### config.mk
export PLATFORM = sky130hd
export DESIGN_NAME = seq_match_logger
export DESIGN_NICKNAME = d
export VERILOG_FILES = /design/src/rtl/seq_pkg.sv /design/src/rtl/seq_event_fifo.sv /design/src/rtl/seq_match_logger.sv
export SDC_FILE = /design/constraint.sdc
export NUM_CORES = 1
export LEC_CHECK = 0
export BUFFER_PORTS_ARGS = -buffer_cell sky130_fd_sc_hd__buf_4
export CAP_MARGIN = 15
export CORE_MARGIN = 1
export CORE_UTILIZATION = 59
export DETAILED_ROUTE_END_ITERATION = 10
export GPL_ROUTABILITY_DRIVEN = 0
export PLACE_DENSITY = 0.86
export SLEW_MARGIN = 10
export SYNTH_ARGS = -nofsm -noshare
export SYNTH_HDL_FRONTEND = slang
export SYNTH_SLANG_ARGS = --single-unit
### constraint.sdc
create_clock -name clk -period 2.8 [get_ports clk]
set_input_delay 0.28 -clock clk [delete_from_list [all_inputs] [get_ports clk]]
set_output_delay 0.28 -clock clk [all_outputs]
set_load 0.03 [all_outputs]
### src/rtl/seq_pkg.sv
// Shared definitions for the 11001 detector and its downstream match logger.
// Holds default widths, the detected pattern and the detector state encodings.
package seq_pkg;

    localparam int TS_W_DEF  = 16;
    localparam int CNT_W_DEF = 8;

    localparam int          PAT_LEN = 5;
    localparam logic [4:0]  PATTERN = 5'b11001;

    // Detector progress: Sn means the last n bits match the first n pattern bits.
    typedef enum logic [2:0] {
        S0 = 3'd0,
        S1 = 3'd1,
        S2 = 3'd2,
        S3 = 3'd3,
        S4 = 3'd4
    } det_state_t;

endpackage

### src/rtl/seq_event_fifo.sv
// Synchronous DEPTH x TS_W event FIFO with registered show-ahead head; push->head_vld 1 cycle.
// Backpressure: pop only when non-empty; push while full accepted only with a same-cycle pop.
module seq_event_fifo
    import seq_pkg::*;
#(
    parameter int DEPTH = 4,
    parameter int TS_W  = TS_W_DEF
) (
    input  logic                     clk,
    input  logic                     reset,
    input  logic                     push,
    input  logic [TS_W-1:0]          push_dat,
    input  logic                     pop,
    output logic                     full,
    output logic                     head_vld,
    output logic [TS_W-1:0]          head_dat,
    output logic [$clog2(DEPTH):0]   level
);

    localparam int AW = $clog2(DEPTH);
    localparam logic [AW:0] FULL_LVL = (AW+1)'(DEPTH);
    localparam logic [AW:0] ONE_LVL  = (AW+1)'(1);

    logic [TS_W-1:0] mem [DEPTH];
    logic [AW-1:0]   wr_ptr;
    logic [AW-1:0]   rd_ptr;
    logic [AW-1:0]   rd_nxt;
    logic [AW:0]     count;
    logic            do_push;
    logic            do_pop;

    assign full     = (count == FULL_LVL);
    assign head_vld = (count != '0);
    assign level    = count;
    assign rd_nxt   = rd_ptr + AW'(1);

    assign do_pop  = pop & head_vld;
    assign do_push = push & (~full | do_pop);

    always_ff @(posedge clk) begin
        if (do_push) begin
            mem[wr_ptr] <= push_dat;
        end
    end

    always_ff @(posedge clk) begin
        if (reset) begin
            wr_ptr   <= '0;
            rd_ptr   <= '0;
            count    <= '0;
            head_dat <= '0;
        end else begin
            if (do_push) begin
                wr_ptr <= wr_ptr + AW'(1);
            end
            if (do_pop) begin
                rd_ptr <= rd_nxt;
            end
            case ({do_push, do_pop})
                2'b10:   count <= count + ONE_LVL;
                2'b01:   count <= count - ONE_LVL;
                default: count <= count;
            endcase
            // Head register tracks the entry that will be at rd_ptr next cycle;
            // when the FIFO drains empty it keeps the last delivered value.
            if (do_pop) begin
                if (count > ONE_LVL) begin
                    head_dat <= mem[rd_nxt];
                end else if (do_push) begin
                    head_dat <= push_dat;
                end
            end else if (do_push && count == '0) begin
                head_dat <= push_dat;
            end
        end
    end

endmodule

### src/rtl/seq_match_logger.sv
// Timestamps detector match pulses into an event FIFO, with saturating count and sticky overflow.
// Latency: match in cycle N -> ev_valid/ev_ts in N+1; ev_ready stalls the head, a match while full with no pop is dropped.
module seq_match_logger
    import seq_pkg::*;
#(
    parameter int TS_W  = TS_W_DEF,
    parameter int DEPTH = 4,
    parameter int CNT_W = CNT_W_DEF
) (
    input  logic                     clk,
    input  logic                     reset,
    input  logic                     match_in,
    input  logic                     clear_stats,
    output logic                     ev_valid,
    input  logic                     ev_ready,
    output logic [TS_W-1:0]          ev_ts,
    output logic [CNT_W-1:0]         match_count,
    output logic                     overflow,
    output logic [$clog2(DEPTH):0]   fifo_level
);

    localparam logic [CNT_W-1:0] CNT_MAX = '1;

    logic [TS_W-1:0] ts_ctr;
    logic            full;
    logic            pop;
    logic            push;
    logic            drop;

    assign pop  = ev_valid & ev_ready;
    assign push = match_in & (~full | pop);
    assign drop = match_in & full & ~pop;

    seq_event_fifo #(
        .DEPTH (DEPTH),
        .TS_W  (TS_W)
    ) u_fifo (
        .clk      (clk),
        .reset    (reset),
        .push     (push),
        .push_dat (ts_ctr),
        .pop      (pop),
        .full     (full),
        .head_vld (ev_valid),
        .head_dat (ev_ts),
        .level    (fifo_level)
    );

    always_ff @(posedge clk) begin
        if (reset) begin
            ts_ctr      <= '0;
            match_count <= '0;
            overflow    <= 1'b0;
        end else begin
            ts_ctr <= ts_ctr + TS_W'(1);
            // A clear still counts and flags an event arriving in the same cycle.
            if (clear_stats) begin
                match_count <= match_in ? CNT_W'(1) : '0;
                overflow    <= drop;
            end else begin
                if (match_in && match_count != CNT_MAX) begin
                    match_count <= match_count + CNT_W'(1);
                end
                if (drop) begin
                    overflow <= 1'b1;
                end
            end
        end
    end

endmodule

Yosys cells after proc, flatten, opt, wreduce, memory -nomap -nowiden
Memory sizes are Yosys's and may differ from the RTL's.
Cells that the tools add are included.
{ "totals": {"regBits": 48, "ram_bits": 64, "in_bits": 5, "out_inout_bits": 29, "elab_cells": 51, "memories": 1} }
{ "memory_table": {"columns": ["name", "depth", "word_bits", "read_ports", "rd_clocked_by_memory_dff", "wr", "line_no", "text"], "rows": [
  ["u_fifo.mem", 4, 16, 1, 0, 1, "seq_event_fifo.sv:24", "logic [TS_W-1:0] mem [DEPTH];"]
]} }
{ "classes": {"addsub": 6, "n_lt_le_gt_ge": 1, "eq_ne": 5, "mux": 12, "bitwise": 10, "reduce_logical": 9} }
{ "op_table": {"columns": ["op", "n"], "rows": [
  ["$mux W16", 4],
  ["$add A16 B1 Y16 const B", 1],
  ["$mux W8", 2],
  ["$add A8 B1 Y8 const B", 1],
  ["$ne A8 B8 Y1 const B", 1],
  ["$reduce_bool A2 Y1", 4],
  ["$and A1 B1 Y1", 6],
  ["$pmux W3 S2", 1],
  ["$mux W1", 5],
  ["$add A2 B1 Y2 const B", 2],
  ["$add A3 B1 Y3 const B", 1],
  ["$eq A3 B3 Y1 const B", 1],
  ["$gt A3 B1 Y1 const B", 1],
  ["$logic_not A3 Y1", 1],
  ["$ne A3 B2 Y1 const B", 1],
  ["$reduce_bool A3 Y1", 1],
  ["$sub A3 B1 Y3 const B", 1],
  ["$eq A2 B1 Y1 const B", 1],
  ["$eq A2 B2 Y1 const B", 1],
  ["$logic_and A1 B1 Y1", 2],
  ["$not A1 Y1", 2],
  ["$or A1 B1 Y1", 2],
  ["$reduce_and A2 Y1", 1]
]} }

Longest topological paths before layout
Gate-level depths: netlist (run 1).
{ "logic_depth": {"depth_word": 8, "depth_mapped": 9, "depth_no_buf": 9} }

Cells and area by module
From an unflattened synthesis (run 1), not the netlist that was laid out.
{ "hier_totals": {"cells_unflattened": 373, "hier_area_um2": 4810.9} }
{ "by_module_without_submodules": {"columns": ["module", "n_inst", "cells_each", "area_per_inst_um2", "seq_area_each_um2"], "rows": [
  ["seq_event_fifo", 1, 245, 3678.5, 2382.3],
  ["seq_match_logger", 1, 128, 1132.3, 500.5]
]} }

Worst setup path before layout (run 1)
OpenSTA, ideal clock, no wires.
{ "synth_timing": {"path_type": "register to register", "from": "register u_fifo.count[0], in the netlist u_fifo.level[0]", "to": "register u_fifo.count[2], in the netlist u_fifo.level[2]", "setup_time_ns": 0.070, "arrival_ns": 2.235, "required_time_ns": 2.730, "path_slack_ns": 0.494, "path_stages_with_launch": 9, "n_path_buf": 0, "period_less_slack_ns": 2.306, "cell_sequence": "dfxtp_1 inv_1 ha_1 nand3b_1 and2_1 inv_1 ha_1 or3_2 a21oi_1"} }
{ "synth_between": {"elab_chain_len": 7, "word_cells_on_any_way": 15, "cone_classes": "2 x add/sub; 3 x eq/ne; 1 x mux; 7 x bitwise; 2 x reduce/logical"} }
{ "synth_rtl": {"columns": ["item", "line_no", "text"], "rows": [
  ["start: declaration", "seq_event_fifo.sv:28", "logic [AW:0] count;"],
  ["start signal: assignment", "seq_event_fifo.sv:60", "2'b10: count <= count + ONE_LVL;"],
  ["start signal: assignment", "seq_event_fifo.sv:61", "2'b01: count <= count - ONE_LVL;"],
  ["start signal: assignment", "seq_event_fifo.sv:62", "default: count <= count;"],
  ["$reduce_bool A3 Y1 or $eq A3 B3 Y1 (tied branches)", "seq_event_fifo.sv:33, seq_event_fifo.sv:32", null],
  ["$and A1 B1 Y1 or $not A1 Y1 (tied branches)", "seq_match_logger.sv:30, seq_event_fifo.sv:38, seq_match_logger.sv:31", null],
  ["$or A1 B1 Y1 or $and A1 B1 Y1 (tied branches)", "seq_match_logger.sv:31, seq_event_fifo.sv:37", null],
  ["$and A1 B1 Y1 or $or A1 B1 Y1 (tied branches)", "seq_match_logger.sv:31, seq_event_fifo.sv:38", null],
  ["$and A1 B1 Y1", "seq_event_fifo.sv:38", "assign do_push = push & (~full | do_pop);"],
  ["$eq A2 B1 Y1 or $eq A2 B2 Y1 (tied branches)", "seq_event_fifo.sv:59", "case ({do_push, do_pop})"],
  ["$pmux W3 S2 or $reduce_bool A2 Y1 (tied branches)", null, null]
]} }
Several ways; a longest one is shown, not always the timed one.
A chain may end at the register's enable or synchronous reset.

Worst setup path in the final report (run 1)
{ "layout_timing": {"from": "register u_fifo.count[1], in the netlist u_fifo.level[1]", "to": "register u_fifo.head_dat[9]"} }
{ "layout_between": {"elab_chain_len": 8, "word_cells_on_any_way": 17, "cone_classes": "1 x order compare; 2 x eq/ne; 2 x mux; 7 x bitwise; 5 x reduce/logical"} }
{ "layout_rtl": {"columns": ["item", "line_no", "text"], "rows": [
  ["$reduce_bool A3 Y1 or $eq A3 B3 Y1 (tied branches)", "seq_event_fifo.sv:33, seq_event_fifo.sv:32", null],
  ["$and A1 B1 Y1 or $not A1 Y1 (tied branches)", "seq_match_logger.sv:30, seq_event_fifo.sv:38, seq_match_logger.sv:31", null],
  ["$or A1 B1 Y1 or $and A1 B1 Y1 (tied branches)", "seq_match_logger.sv:31, seq_event_fifo.sv:37", null],
  ["$and A1 B1 Y1 or $or A1 B1 Y1 (tied branches)", "seq_match_logger.sv:31, seq_event_fifo.sv:38", null],
  ["$and A1 B1 Y1", "seq_event_fifo.sv:38", null],
  ["$logic_and A1 B1 Y1", "seq_event_fifo.sv:72", "end else if (do_push && count == '0) begin"],
  ["$reduce_bool A2 Y1 (no source line)", null, null],
  ["$reduce_and A2 Y1 (no source line)", null, null],
  ["end signal: assignment", "seq_event_fifo.sv:68", "head_dat <= mem[rd_nxt];"],
  ["end signal: assignment", "seq_event_fifo.sv:70", "head_dat <= push_dat;"],
  ["end signal: assignment", "seq_event_fifo.sv:73", "head_dat <= push_dat;"],
  ["end: declaration", "seq_event_fifo.sv:16", "output logic [TS_W-1:0] head_dat,"]
]} }
Several ways; a longest one is shown, not always the timed one.

==> results of run 1 <==
layout by cell type, fill, tap and decap left out, types with 2 or more instances in the layout:
cell / instances
nor4_1: 3
mux4_2: 16
nand4_1: 4
a31oi_1: 2
mux2i_1: 18
buf_4: 38
or2_2: 2
clkinv_2: 2
clkbuf_8: 9
xnor2_1: 14
bufinv_16: 2
ha_1: 11
nand3_1: 12
xor2_1: 6
dfxtp_1: 48
inv_1: 10
a211oi_1: 18
inv_6: 2
edfxtp_1: 64
nand2b_1: 2
nor3_1: 25
nand2_1: 6
a21oi_1: 8
nor2_1: 30
o21ai_0: 4
and3_1: 6
layer usage:
metal  part of all wire [%]  up-vias  global-route usage [%]  wire length [µm]
met5                      0        -                       0                 0
met4                    1.5        0                    12.0               128
met3                    4.3       10                    3.62               375
met2                     51       71                    37.5              4420
met1                     44     1375                    29.7              3800
li1                       -     1343                       -                 -
path summary, 6_finish.rpt:
kind	start	to	slack, ns	cells past startpoint
worst min-delay path	clear_stats	overflow$_SDFFE_PP0P_	0.20	3
worst min register to register	overflow$_SDFFE_PP0P_	overflow$_SDFFE_PP0P_	0.50	2
worst max-delay path	u_fifo.level[1]$_SDFFE_PP0P_	u_fifo.head_dat[9]$_SDFFE_PP0P_	0.19	6
worst max register to register	u_fifo.level[1]$_SDFFE_PP0P_	u_fifo.head_dat[9]$_SDFFE_PP0P_	0.19	6
flip-flops by register name, summed over array words and instances, names as in the netlist:
name             flops
u_fifo.head_dat     16
ts_ctr              16
match_count          8
u_fifo.wr_ptr        2
u_fifo.level         3
u_fifo.rd_ptr        2
overflow             1
u_fifo.mem          64
power breakdown:
| part | total (mW) | leakage (nW) | internal [mW] | switching [mW] |
|---|---|---|---|---|
| sequential | 2.02 | 0.996 | 1.89 | 0.127 |
| combinational | 1.05 | 0.745 | 0.436 | 0.610 |
| clock | 1.03 | 0.111 | 0.505 | 0.521 |
| total | 4.09 | 1.85 | 2.83 | 1.26 |
stage by stage:
stage	setup slack, ns	cell area (µm²)
detailed placement	0.224	4970
finish	0.192	5190
global route	0.0706	5190
global placement	0.363	4970
floorplan	0.494	4660
CTS	0.209	5190
final cells by class:
| class | instances | area [µm²] | area share, % |
|---|---|---|---|
| clock inverter | 7 | 91.3 | 1.76 |
| inverter | 11 | 41.3 | 0.796 |
| multi-input combinational | 202 | 1610 | 31.1 |
| sequential | 112 | 2880 | 55.6 |
| clock buffer | 9 | 124 | 2.39 |
| tap | 102 | 128 | 2.46 |
| timing repair buffer | 39 | 305 | 5.89 |
tightest hold or removal path, delay by kind of cell:
kind | cells | cell delay [ns]
buffers and inverters | 1 | 0.09
AOI/OAI and AO/OA | 1 | 0.06
and+or+nand+nor | 1 | 0.09
logic make-up after synthesis:
group,after synthesis
fa+ha+maj,11
buf+inv,30
xor+xnor,20
compound gates,37
simple gates,100
mux,34
flops,112
==> impl_metrics.toml, run 1 <==
[status]
status = "complete, no violations"

[critical_path]
path_cells = "inv_1 -> ha_1 -> nor2_1 -> a21oi_2 -> nand2b_1 -> a211oi_1"
crit_path_end_kind = "flop"
path_delay_family = "compound AO/OA/AOI/OAI gates"
slowest_delay_ns = 0.74
slowest_stage = "a21oi_2"
arrival_ns = 2.81
path_buf_inv = 1
worst_ep_required_time_ns = 3.00
critPathLaunchType = "flop"
critical_path.max_fanout = 17
path_class = "reg -> reg"

[logic_synthesis]
synthDistinctLibCells = 42
synth-seq-cells = 112
synthMuxAreaShare_pct = 11.6
synth_fa_ha_area_share_pct = 2.95
yosys.cell_count.top_type = "edfxtp_1"
ys.flop_type = "edfxtp_1"
synth_top_family_by_area = "multiplexers"
syn-num-nets = 360
synth_edf_count = 64
post_synth.cell_area_avg_um2 = 13.5
synth_common_cells = "edfxtp_1, dfxtp_1, nor2_1"
synth_top_area_share_pct = 41.3
synth_xor_area_share_pct = 3.76
synthTopCellsByArea = "edfxtp_1, dfxtp_1, mux4_2"
netlist_area_um2 = 4660
yosys_warnings = 0
yosys.area.top_type = "edfxtp_1"
seq_area_frac_synth_pct = 61.9
post_synth_and_or_nand_nor_area_fraction_pct = 11.0
synth_compound_area_share_pct = 5.35
synth_cells = 344
async_reset_ff_share_pct = 0

[floorplan]
start_util_pct = 60.6
row_count = 32
core_area_um2 = 7690
die_y_um = 90.9
die_w_um = 90.9
die_area_um2 = 8250
io_pins = 34

[clock_network]
root_buffer = "clkbuf_8"
cts_hold_buf = 0
clk_latency_ns = 0.37
h-tree-depth = 3
clk_path_buf_depth = 2
cts.clk_slew.worst_paths_ns = 0.10
cts.sinks = 112
cts_made_buffers = 9
cts_setup_buffers = 0
cts_tree = "built"
cts_resized = 0

[global_route]
grt_pass1_wl_um = 14200
grt_overflow_total = 0
grt_max_degree = 43
grt_antenna_before_repair = 0
grt_pass1_vias = 2795
grt_use_total_pct = 22.9

[timing]
fin_skew_ns = 0.0148
fin_setup_tns_ns = 0
rsz0062_at_grt = "false"
fmax_mhz = 383
finalHoldWorstSlack_ns = 0.198
period_share_pct = 93.1
slew_violations = 0
fin_crit_ns = 2.61
slew_headroom_pct = 38.1
worstMarginPinSlew_ns = 0.928
setup_viol = 0
report.final.hold_viol_count = 0

[detailed_routing]
firstDrtPassIters = 5
vias = 2799
via_per_inst = 5.81
wl_per_cell_um = 18.1
ant_nets = 0
drtIter0Drc = 170
routed_wl_um = 8720
drc = 0

[placed_design]
place_inst = 466
dpl.hpwl_um = 5500
io_buffers = 33

[finish]
fin_util_pct = 67.5
fin_cells = 482
drive_gt1_share_pct = 20.8
fillers = 554
antenna_cells = 0
area_delta_synth_final_pct = 11.3
fin_nets = 391

[pwr]
p_per_area_nw_per_um2 = 788
ir_drop_v = 0.000463
p_leak_nw = 1.85
finalPower_mw = 4.09

[job]
cap_violations = 0

[min_path]
min_path_type = "in -> reg"
Power figures use the tool's default switching activity.
==> inputs of run 2 (changes only) <==
CORE_UTILIZATION = 54   (was 59)
PLACE_DENSITY = 0.84   (was 0.86)
clock period = 2.2 ns   (was 2.8 ns; I/O delays follow)
==> run 2 against run 1 <==
  * Count of clock-buffer cells in the layout did not move
  * Critical path depth rose by 2
  * Fmax rose by 29%
  * Global-route usage fell by 0.26 points
  * Setup slack got worse by 0.019 ns
  * Via count rose by 5.1%
  * Highest routed layer unchanged
  * First-iteration DRC count fell by 25%
==> impl_metrics.toml, run 2 (synthesis results as in run 1) <==
[finish]
largest_register_ffs = 64
fin_area_um2 = 5240
register_area_um2 = 2890
top_regs = "u_fifo.mem (64), ts_ctr (16), u_fifo.head_dat (16)"
layout_common_cells = "edfxtp_1, buf_4, dfxtp_1, nor2_1, nor3_1"
area_delta_synth_final_pct = 12.4
drive_gt1_share_pct = 23.7
fillers = 616
antenna_cells = 0
regMostFlops = "u_fifo.mem"
fin_nets = 399
final_common_cell = "edfxtp_1"
multi_input_area_um2 = 1630
fin_util_pct = 63.1

[timing]
worstMarginPinSlew_ns = 0.835
fin_setup_tns_ns = 0
fin_skew_ns = 0.00896
setup_viol = 0
period_share_pct = 92.2
fmax_mhz = 493
rsz0062_at_grt = "false"
worst_slack_ns = 0.172
slew_headroom_pct = 44.3
fin_crit_ns = 2.03
report.final.hold_viol_count = 0
slew_violations = 0
finalHoldWorstSlack_ns = 0.130

[pwr]
p_per_area_nw_per_um2 = 986
internal_power_mw = 3.54
seqPwrFrac_pct = 48.9
ir_drop_v = 0.000579
p_leak_nw = 1.88
power_frac_comb_pct = 27.5
clkPwrFrac_pct = 23.6
sw_frac_of_total_pct = 31.5
switching_power_mw = 1.63

[placed_design]
place_area_um2 = 5020
dpl.hpwl_um = 5850
pre_cts_slack_ns = 0.0470
io_buffers = 33

[critical_path]
worst_ep_required_time_ns = 2.50
crit_path_end_kind = "flop"
path_class = "reg -> reg"
arrival_ns = 2.33
critPathMostFrequentCell = "inv_1"
critPathLaunchType = "flop"
slowest_delay_ns = 0.44
critical_path.max_fanout = 5
path_delay_family = "simple AND/OR/NAND/NOR gates"
path_buf_inv = 2
slowest_stage = "or3_2"
path_cells = "inv_1 -> ha_1 -> nand3b_1 -> and2_4 -> inv_1 -> ha_4 -> or3_2 -> a21oi_1"
regToRegSetupSlack_ns = 0.17

[detailed_routing]
ant_nets = 0
drtIter0Drc = 127
routed_wl_um = 9140
vias = 2941
via_per_inst = 5.97
wl_per_cell_um = 18.5
firstDrtPassIters = 4
drc = 0

[global_route]
grt_pass1_vias = 2933
grt_antenna_before_repair = 0
grt_max_degree = 43
grt_use_total_pct = 22.7
grt_pass1_wl_um = 14900
grt_overflow_total = 0

[min_path]
min_path_type = "in -> reg"

[clock_network]
cts.sinks = 112
clk_latency_ns = 0.37
cts.clk_slew.worst_paths_ns = 0.11
root_buffer = "clkbuf_8"
clk_path_buf_depth = 2
cts_made_buffers = 9
cts_tree = "built"
h-tree-depth = 3

[floorplan]
start_util_pct = 56.1
core_area_um2 = 8300
row_count = 33
io_pins = 34
die_area_um2 = 9000
die_w_um = 94.9
die_y_um = 94.9

[status]
status = "complete, no violations"

[job]
cap_violations = 0
[run 2: changes by cell type in the layout (fill, tap and decap cells not counted), sizes merged]
cell    change
inv         -1
bufinv      -1
buf         +8
clkinv      +2
[run 2: cell type report]
| cell class | count | share of cell area (%) |
|---|---|---|
| repair buffers | 47 | 6.74 |
| clock buffers | 9 | 2.37 |
| flip-flops and latches | 112 | 55.1 |
| inverters | 11 | 0.788 |
| clock inverters | 7 | 1.36 |
| multi-input cells | 202 | 31.1 |
| well taps | 105 | 2.51 |
[run 2: metal layers]
layer | share of wire [%] | GRT usage (%) | vias to the layer above | wire (µm)
met2 | 52 | 39.1 | 74 | 4720
met4 | 1.2 | 6.94 | 0 | 108
li1 | - | - | 1361 | -
met5 | 0 | 0 | - | 0
met1 | 43 | 28.4 | 1498 | 3920
met3 | 4.4 | 5.07 | 8 | 402
[run 2: stage by stage]
step,std cells,total power [mW]
after global placement,476,3.92
after CTS,492,5.18
after detailed placement,476,3.98
after floorplan,344,3.56
after global routing,493,5.40
final,493,5.16
[run 2: power by group through the flow]
stage,clock network (mW),registers [mW],logic [mW]
floorplan,0,2.75,0.813
global placement,0,2.56,1.36
detailed placement,0,2.57,1.41
CTS,1.25,2.53,1.41
global route,1.33,2.56,1.52
finish,1.22,2.53,1.42
[run 2: timing repair]
action,in CTS,in global routing
setup buffers,0,1
resized for setup,0,3
setup endpoints to repair,0,1
hold buffers,0,0
[run 2: worst paths after layout]
kind,end,from,depth (start not counted)
worst max-delay path,u_fifo.level[2]$_SDFFE_PP0P_,u_fifo.level[1]$_SDFFE_PP0P_,8
worst min-delay path,overflow$_SDFFE_PP0P_,clear_stats,3
worst max register to register,u_fifo.level[2]$_SDFFE_PP0P_,u_fifo.level[1]$_SDFFE_PP0P_,8
worst min register to register,overflow$_SDFFE_PP0P_,overflow$_SDFFE_PP0P_,2
[run 2: worst register-to-register path, stage by stage, from the launching register on]
cell,delay [ns]
dfxtp_2,0.35
inv_1,0.11
ha_1,0.26
nand3b_1,0.12
and2_4,0.19
inv_1,0.11
ha_4,0.23
or3_2,0.44
a21oi_1,0.15
